`src/rtl/aes_mover_pkg.sv`:
```
// Purpose: shared types, sizes and block/word packing helpers for aes_block_mover.
// Block byte i occupies blk[127-8i -: 8]; word k of a block is the little-endian
// word {byte 4k+3, byte 4k+2, byte 4k+1, byte 4k} as it sits in memory.
package aes_mover_pkg;

  localparam int unsigned WORDS_PER_BLK  = 4;
  localparam int unsigned BYTES_PER_WORD = 4;
  localparam int unsigned BLK_BYTES      = 16;
  localparam int unsigned WORD_W         = 32;
  localparam int unsigned BLK_W          = 128;
  localparam int unsigned CNT_W          = 2;

  typedef enum logic [1:0] {
    ST_IDLE  = 2'd0,
    ST_LOAD  = 2'd1,
    ST_STORE = 2'd2,
    ST_DONE  = 2'd3
  } state_e;

  // Bit position of the LSB of block byte idx.
  function automatic logic [6:0] byte_lsb(input int unsigned idx);
    return 7'(BLK_W - 8 - 8 * idx);
  endfunction

  // Extract memory word k from a block.
  function automatic logic [WORD_W-1:0] blk_to_word(input logic [BLK_W-1:0] blk,
                                                    input logic [CNT_W-1:0] k);
    logic [WORD_W-1:0] w;
    logic [6:0]        lsb;
    w = '0;
    // Byte 4k is shifted in first so it ends up in the low lane.
    for (int unsigned b = 0; b < BYTES_PER_WORD; b++) begin
      lsb = byte_lsb(BYTES_PER_WORD * 32'(k) + b);
      w   = {blk[lsb +: 8], w[WORD_W-1:8]};
    end
    return w;
  endfunction

  // Return blk with slot k replaced by memory word w.
  function automatic logic [BLK_W-1:0] word_to_blk(input logic [BLK_W-1:0]  blk,
                                                   input logic [WORD_W-1:0] w,
                                                   input logic [CNT_W-1:0]  k);
    logic [BLK_W-1:0]  r;
    logic [WORD_W-1:0] sh;
    logic [6:0]        lsb;
    r  = blk;
    sh = w;
    for (int unsigned b = 0; b < BYTES_PER_WORD; b++) begin
      lsb         = byte_lsb(BYTES_PER_WORD * 32'(k) + b);
      r[lsb +: 8] = sh[7:0];
      sh          = sh >> 8;
    end
    return r;
  endfunction

endpackage

```
`src/rtl/aes_block_mover.sv`:
```
// Purpose: bus initiator moving one 128-bit AES block between data memory and
// the AES datapath (LOAD: 4 word reads -> blk_out, STORE: blk_in -> 4 word writes).
// Ports:
//   clk, rst                 clock, synchronous active-high reset
//   start, dir, base_addr    command strobe, 0=LOAD/1=STORE, byte base address
//   blk_in / blk_out         block to store / last successfully loaded block
//   busy, done, err          in-flight flag, 1-cycle completion pulse, reject flag
//   mem_addr, mem_wdata      memory address / write data
//   mem_read, mem_write      memory strobes (never both high)
//   mem_rdata                combinational memory read data
// Configuration: define AES_MOVER_RANGE_CHECK_EN to reject misaligned or
// out-of-range base addresses; otherwise every command is executed with
// 32-bit address wrap and err stays 0.
module aes_block_mover
  import aes_mover_pkg::*;
#(
  parameter int unsigned MEM_SIZE = 256
) (
  input  logic         clk,
  input  logic         rst,
  input  logic         start,
  input  logic         dir,
  input  logic [31:0]  base_addr,
  input  logic [127:0] blk_in,
  output logic [127:0] blk_out,
  output logic         busy,
  output logic         done,
  output logic         err,
  output logic [31:0]  mem_addr,
  output logic [31:0]  mem_wdata,
  output logic         mem_read,
  output logic         mem_write,
  input  logic [31:0]  mem_rdata
);

`ifdef AES_MOVER_RANGE_CHECK_EN
  localparam bit CHECK_EN = 1'b1;
`else
  localparam bit CHECK_EN = 1'b0;
`endif

  localparam logic [CNT_W-1:0] CNT_LAST = CNT_W'(WORDS_PER_BLK - 1);

  state_e             state_q, state_d;
  logic [CNT_W-1:0]   cnt_q, cnt_d;
  logic [BLK_W-1:0]   hold_q, hold_d;
  logic [BLK_W-1:0]   blk_q, blk_d;
  logic [BLK_W-1:0]   blk_out_q, blk_out_d;
  logic               busy_q, busy_d;
  logic               done_q, done_d;
  logic               err_q, err_d;
  logic [WORD_W-1:0]  mem_addr_q, mem_addr_d;
  logic [WORD_W-1:0]  mem_wdata_q, mem_wdata_d;
  logic               mem_read_q, mem_read_d;
  logic               mem_write_q, mem_write_d;

  logic misaligned_c;
  logic out_of_range_c;
  logic reject_c;

  // Command rejection; the 33-bit sum keeps high base addresses from wrapping.
  assign misaligned_c   = (base_addr[1:0] != 2'b00);
  assign out_of_range_c = (({1'b0, base_addr} + 33'(BLK_BYTES)) > 33'(MEM_SIZE));
  assign reject_c       = CHECK_EN && (misaligned_c || out_of_range_c);

  // Next-state and registered-output logic.
  always_comb begin
    state_d     = state_q;
    cnt_d       = cnt_q;
    hold_d      = hold_q;
    blk_d       = blk_q;
    blk_out_d   = blk_out_q;
    busy_d      = busy_q;
    done_d      = 1'b0;
    err_d       = 1'b0;
    mem_addr_d  = mem_addr_q;
    mem_wdata_d = mem_wdata_q;
    mem_read_d  = 1'b0;
    mem_write_d = 1'b0;

    case (state_q)
      ST_IDLE: begin
        if (start) begin
          busy_d = 1'b1;
          cnt_d  = '0;
          blk_d  = blk_in;
          if (reject_c) begin
            state_d = ST_DONE;
            done_d  = 1'b1;
            err_d   = 1'b1;
          end else begin
            // First access is launched on the accepting edge.
            mem_addr_d = base_addr;
            if (dir) begin
              state_d     = ST_STORE;
              mem_write_d = 1'b1;
              mem_wdata_d = blk_to_word(blk_in, '0);
            end else begin
              state_d    = ST_LOAD;
              mem_read_d = 1'b1;
            end
          end
        end
      end

      ST_LOAD: begin
        hold_d = word_to_blk(hold_q, mem_rdata, cnt_q);
        if (cnt_q == CNT_LAST) begin
          // Last word joins the holding register on the same edge blk_out updates.
          state_d   = ST_DONE;
          done_d    = 1'b1;
          blk_out_d = hold_d;
        end else begin
          cnt_d      = cnt_q + 2'd1;
          mem_addr_d = mem_addr_q + 32'd4;
          mem_read_d = 1'b1;
        end
      end

      ST_STORE: begin
        if (cnt_q == CNT_LAST) begin
          state_d = ST_DONE;
          done_d  = 1'b1;
        end else begin
          cnt_d       = cnt_q + 2'd1;
          mem_addr_d  = mem_addr_q + 32'd4;
          mem_write_d = 1'b1;
          mem_wdata_d = blk_to_word(blk_q, cnt_q + 2'd1);
        end
      end

      ST_DONE: begin
        state_d = ST_IDLE;
        busy_d  = 1'b0;
      end

      default: begin
        state_d = ST_IDLE;
        busy_d  = 1'b0;
      end
    endcase
  end

  // State and output registers.
  always_ff @(posedge clk) begin
    if (rst) begin
      state_q     <= ST_IDLE;
      cnt_q       <= '0;
      hold_q      <= '0;
      blk_q       <= '0;
      blk_out_q   <= '0;
      busy_q      <= 1'b0;
      done_q      <= 1'b0;
      err_q       <= 1'b0;
      mem_addr_q  <= '0;
      mem_wdata_q <= '0;
      mem_read_q  <= 1'b0;
      mem_write_q <= 1'b0;
    end else begin
      state_q     <= state_d;
      cnt_q       <= cnt_d;
      hold_q      <= hold_d;
      blk_q       <= blk_d;
      blk_out_q   <= blk_out_d;
      busy_q      <= busy_d;
      done_q      <= done_d;
      err_q       <= err_d;
      mem_addr_q  <= mem_addr_d;
      mem_wdata_q <= mem_wdata_d;
      mem_read_q  <= mem_read_d;
      mem_write_q <= mem_write_d;
    end
  end

  assign blk_out   = blk_out_q;
  assign busy      = busy_q;
  assign done      = done_q;
  assign err       = err_q;
  assign mem_addr  = mem_addr_q;
  assign mem_wdata = mem_wdata_q;
  assign mem_read  = mem_read_q;
  assign mem_write = mem_write_q;

endmodule

```
`config.mk`:
```
export PLATFORM = sky130hd
export DESIGN_NAME = aes_block_mover
export DESIGN_NICKNAME = d
export VERILOG_FILES = /design/src/rtl/aes_mover_pkg.sv /design/src/rtl/aes_block_mover.sv
export SDC_FILE = /design/constraint.sdc
export NUM_CORES = 1
export LEC_CHECK = 0
export CAP_MARGIN = 15
export CORE_MARGIN = 3
export CORE_UTILIZATION = 49
export DETAILED_ROUTE_END_ITERATION = 7
export PLACE_DENSITY = 0.78
export SLEW_MARGIN = 20
export SYNTH_ARGS = -nofsm -noshare
export SYNTH_HDL_FRONTEND = slang
export SYNTH_SLANG_ARGS = --single-unit
```
`constraint.sdc`:
```
create_clock -name clk -period 5.5 [get_ports clk]
set_clock_uncertainty 0.2 [all_clocks]
set_input_delay 1.1 -clock clk [delete_from_list [all_inputs] [get_ports clk]]
set_output_delay 1.1 -clock clk [all_outputs]
set_load 0.01 [all_outputs]
```
==> summary.txt <==
Status: complete, no violations
Pwr/cell area: 437 nW/um2
Final HPWL DP: 35.0 mm
Psw: 3380 uW
Vias in the first global route: 15213
CTS Hold Bufs: 0
Commonest non-fill, non-tap cells in the layout: 423 x dfxtp_1, 390 x clkdlybuf4s50_1, 357 x nand2_1
CP Depth: 8
Predominant post-synthesis flop cell: dfxtp_1
Antenna Nets Post-Route: 0
Flop pwr share: 38.8%
Fin crit period: 3.56 ns
Register clock-pin slew on the reported worst setup and hold paths: 0.06 ns
Synth cell types: 58
Number of iterations in the first detailed-routing pass: 6
Share of cells above drive strength 1: 6.51%
Starting Density: 50.3%
Crit path to: blk_out[22]
Peak VDD IR: 0.000337 V
CP startpoint: cnt_q[0]
Crit-path most repeated cell: buf_4
WP data arrival: 3.81 ns
Per-cell routed wire length: 19.5 um
CTS buffer count: 43
FF-to-FF End: blk_out[22]
Clock power frac: 29.5%
Async set or reset register ratio after synthesis: 0%
Crit-path cells: buf_4 > ha_1 > nand2_4 > buf_4 > nor3_2 > buf_4 > nand2_1 > a21oi_1
Via Count: 16027
FMAX: 0.281 GHz
Seq/Total Area, Yosys: 49.8%
Worst-margin pin slew: 1.09 ns
Post-Place Setup Slack: 1.89 ns
Worst skew pair latency: 0.54 ns
FF-to-FF path depth: 8
Worst reg2reg startpoint: cnt_q[0]
# H-tree levels: 2
Critical path class: reg2reg
Max Cap Violations: 0
Worst min path class: reg2reg
RSZ-0062 raised after global routing: false
Crit path max-delay cell type: ha_1
Synth-to-Final Area Change: 32.3%
Delay-heaviest family, CP: buffers and inverters
Syn Inst Count: 1973
Worst-path fanout max: 94
Warnings from Yosys: 0
Final hold viol count: 0
Synthesized Nets: 2179
Die Height: 193 um
Mapped Area: 17000 um2
Clock Tree Buf Depth: 3
Die width: 193 um
Gr usage total: 27.6%
GR Overflow Total: 0
Setup TNS: 0 ns
LEAKAGE: 0.00779 uW
Setup-failing EPs final: 0
TritonCTS Sinks: 424
IO Count: 393
Cell Rows: 67
First-pass GRT wire length: 82.3 mm
Final period util: 64.6%
Core Area: 33900 um2
Routability congestion estimate: 0.862
Fin. max-slew vios: 0
Final Core Density: 66.6%
Fin cells: 2742
Die area: 37100 um2
Crit-path max cell delay: 0.67 ns
Switching share of power: 34.3%
CTS tree: done
Most common cell after layout, fill and taps aside: dfxtp_1
CP required: 5.75 ns
Comb pwr share: 31.7%
Cell Count Post-Placement: 2659
Buffer count from post-CTS setup fixing: 0
Element type at the critical path end: register
DRC: 0
Number of flops mapped to enable cells by yosys: 0
Pint: 6470 uW
#FFs+latches synth: 424
Port buffer count: 391
Startpoint Class: register
1st-iter DRT viols: 1586
Root buffer cell: clkbuf_16
Avg Synthesized Cell Area: 8.64 um2
Antenna violations before repair: 7
Largest net degree at the start of global routing: 181
Crit path buf inv count: 3
Setup ws final: 1.94 ns
Routed WL: 53.4 mm
Slew HR: 27.5%
Vias per cell: 5.85
Layout net count: 2463
R2R Setup Slk: 1.94 ns
Post-CTS sizing: 0
## per-layer routing
metal	vias to the layer above	GRT usage, %	wire length [um]
met4	4	11.5	2060
li1	7586	-	-
met1	7680	35.1	21400
met2	656	45.3	25500
met5	-	0	27
met3	101	6.30	4460
## synthesized netlist by cell type (3+ instances only)
cell type,n,area [um2]
nand2b_1,4,25.0
a31oi_1,5,31.3
dfxtp_1,424,8490
nor2_1,258,968
a32oi_1,4,35.0
o21ai_0,10,50.1
mux2i_1,40,400
a221oi_1,83,727
inv_1,12,45.0
a22oi_1,98,736
clkbuf_1,158,593
nor4_2,3,37.5
o22ai_1,12,75.1
and4_1,4,35.0
a21oi_1,196,981
mux4_2,32,721
and2_1,6,37.5
a311oi_1,10,87.6
o21a_1,3,22.5
a211oi_1,48,360
ha_1,10,125
nand2_1,361,1360
nor4_1,4,25.0
buf_1,10,37.5
nand4_1,8,50.1
buf_2,3,15.0
or4_1,4,30.0
nand3_1,16,80.1
nor3_1,102,510
and3_1,9,56.3
## worst min path at each step
| stage | from | end | slack [ns] | depth (start not counted) |
|---|---|---|---|---|
| floorplan | blk_q[0] | blk_q[0] | 0.23 | 2 |
| global placement | blk_q[100] | blk_q[100] | 0.24 | 2 |
| detailed placement | blk_q[28] | blk_q[28] | 0.24 | 2 |
| CTS | blk_q[28] | blk_q[28] | 0.25 | 2 |
| global route | blk_q[28] | blk_q[28] | 0.26 | 2 |
| finish | blk_q[124] | blk_q[124] | 0.25 | 2 |
## registers in the layout, summed over array words and instances, names as in the netlist
register   flops
mem_wdata     32
mem_addr      32
state_q        2
mem_write      1
cnt_q          2
mem_read       1
blk_out      128
blk_q        128
done           1
busy           1
hold_q        96
## power by group through the flow
| stage | sequential, uW | clock (uW) | combinational [uW] |
|---|---|---|---|
| 5_1_grt | 3870 | 3070 | 3410 |
| 6_report | 3820 | 2910 | 3120 |
| 4_1_cts | 3810 | 2940 | 3120 |
| 2_1_floorplan | 3880 | 0 | 1900 |
| 3_3_place_gp | 3850 | 0 | 3020 |
| 3_5_place_dp | 3870 | 0 | 3100 |
## tightest hold or removal path: stages, from the launching register on
cell and delay [ns]:
dfxtp_1 0.30, nand2_1 0.05, a21oi_1 0.05
## cells by family after synthesis
logic type	synth area share, %
DFF	49.8
muxes	6.58
other	0.0220
adders and majority gates	0.734
and+or+nand+nor	19.5
buffers and inverters	4.21
AOI/OAI and AO/OA	19.1
## stage by stage
step                      cell area [um2]  total power [uW]  hold WS (ns)
after floorplan                     17000              5780         0.233
after global placement              21100              6870         0.239
after detailed placement            21100              6970         0.245
after CTS                           22500              9870         0.253
after global routing                22600             10300         0.264
final                               22600              9850         0.251
## cell type report
type / instances / area (um2)
well taps: 448 / 561
diodes: 6 / 15.0
multi-input cells: 1362 / 7930
clock inverters: 10 / 115
fillers: 2696 / 11300
inverters: 14 / 52.6
flip-flops and latches: 424 / 8490
clock buffers: 66 / 1290
repair buffers: 412 / 4100
Note: power is estimated with default switching activity, not from simulation.
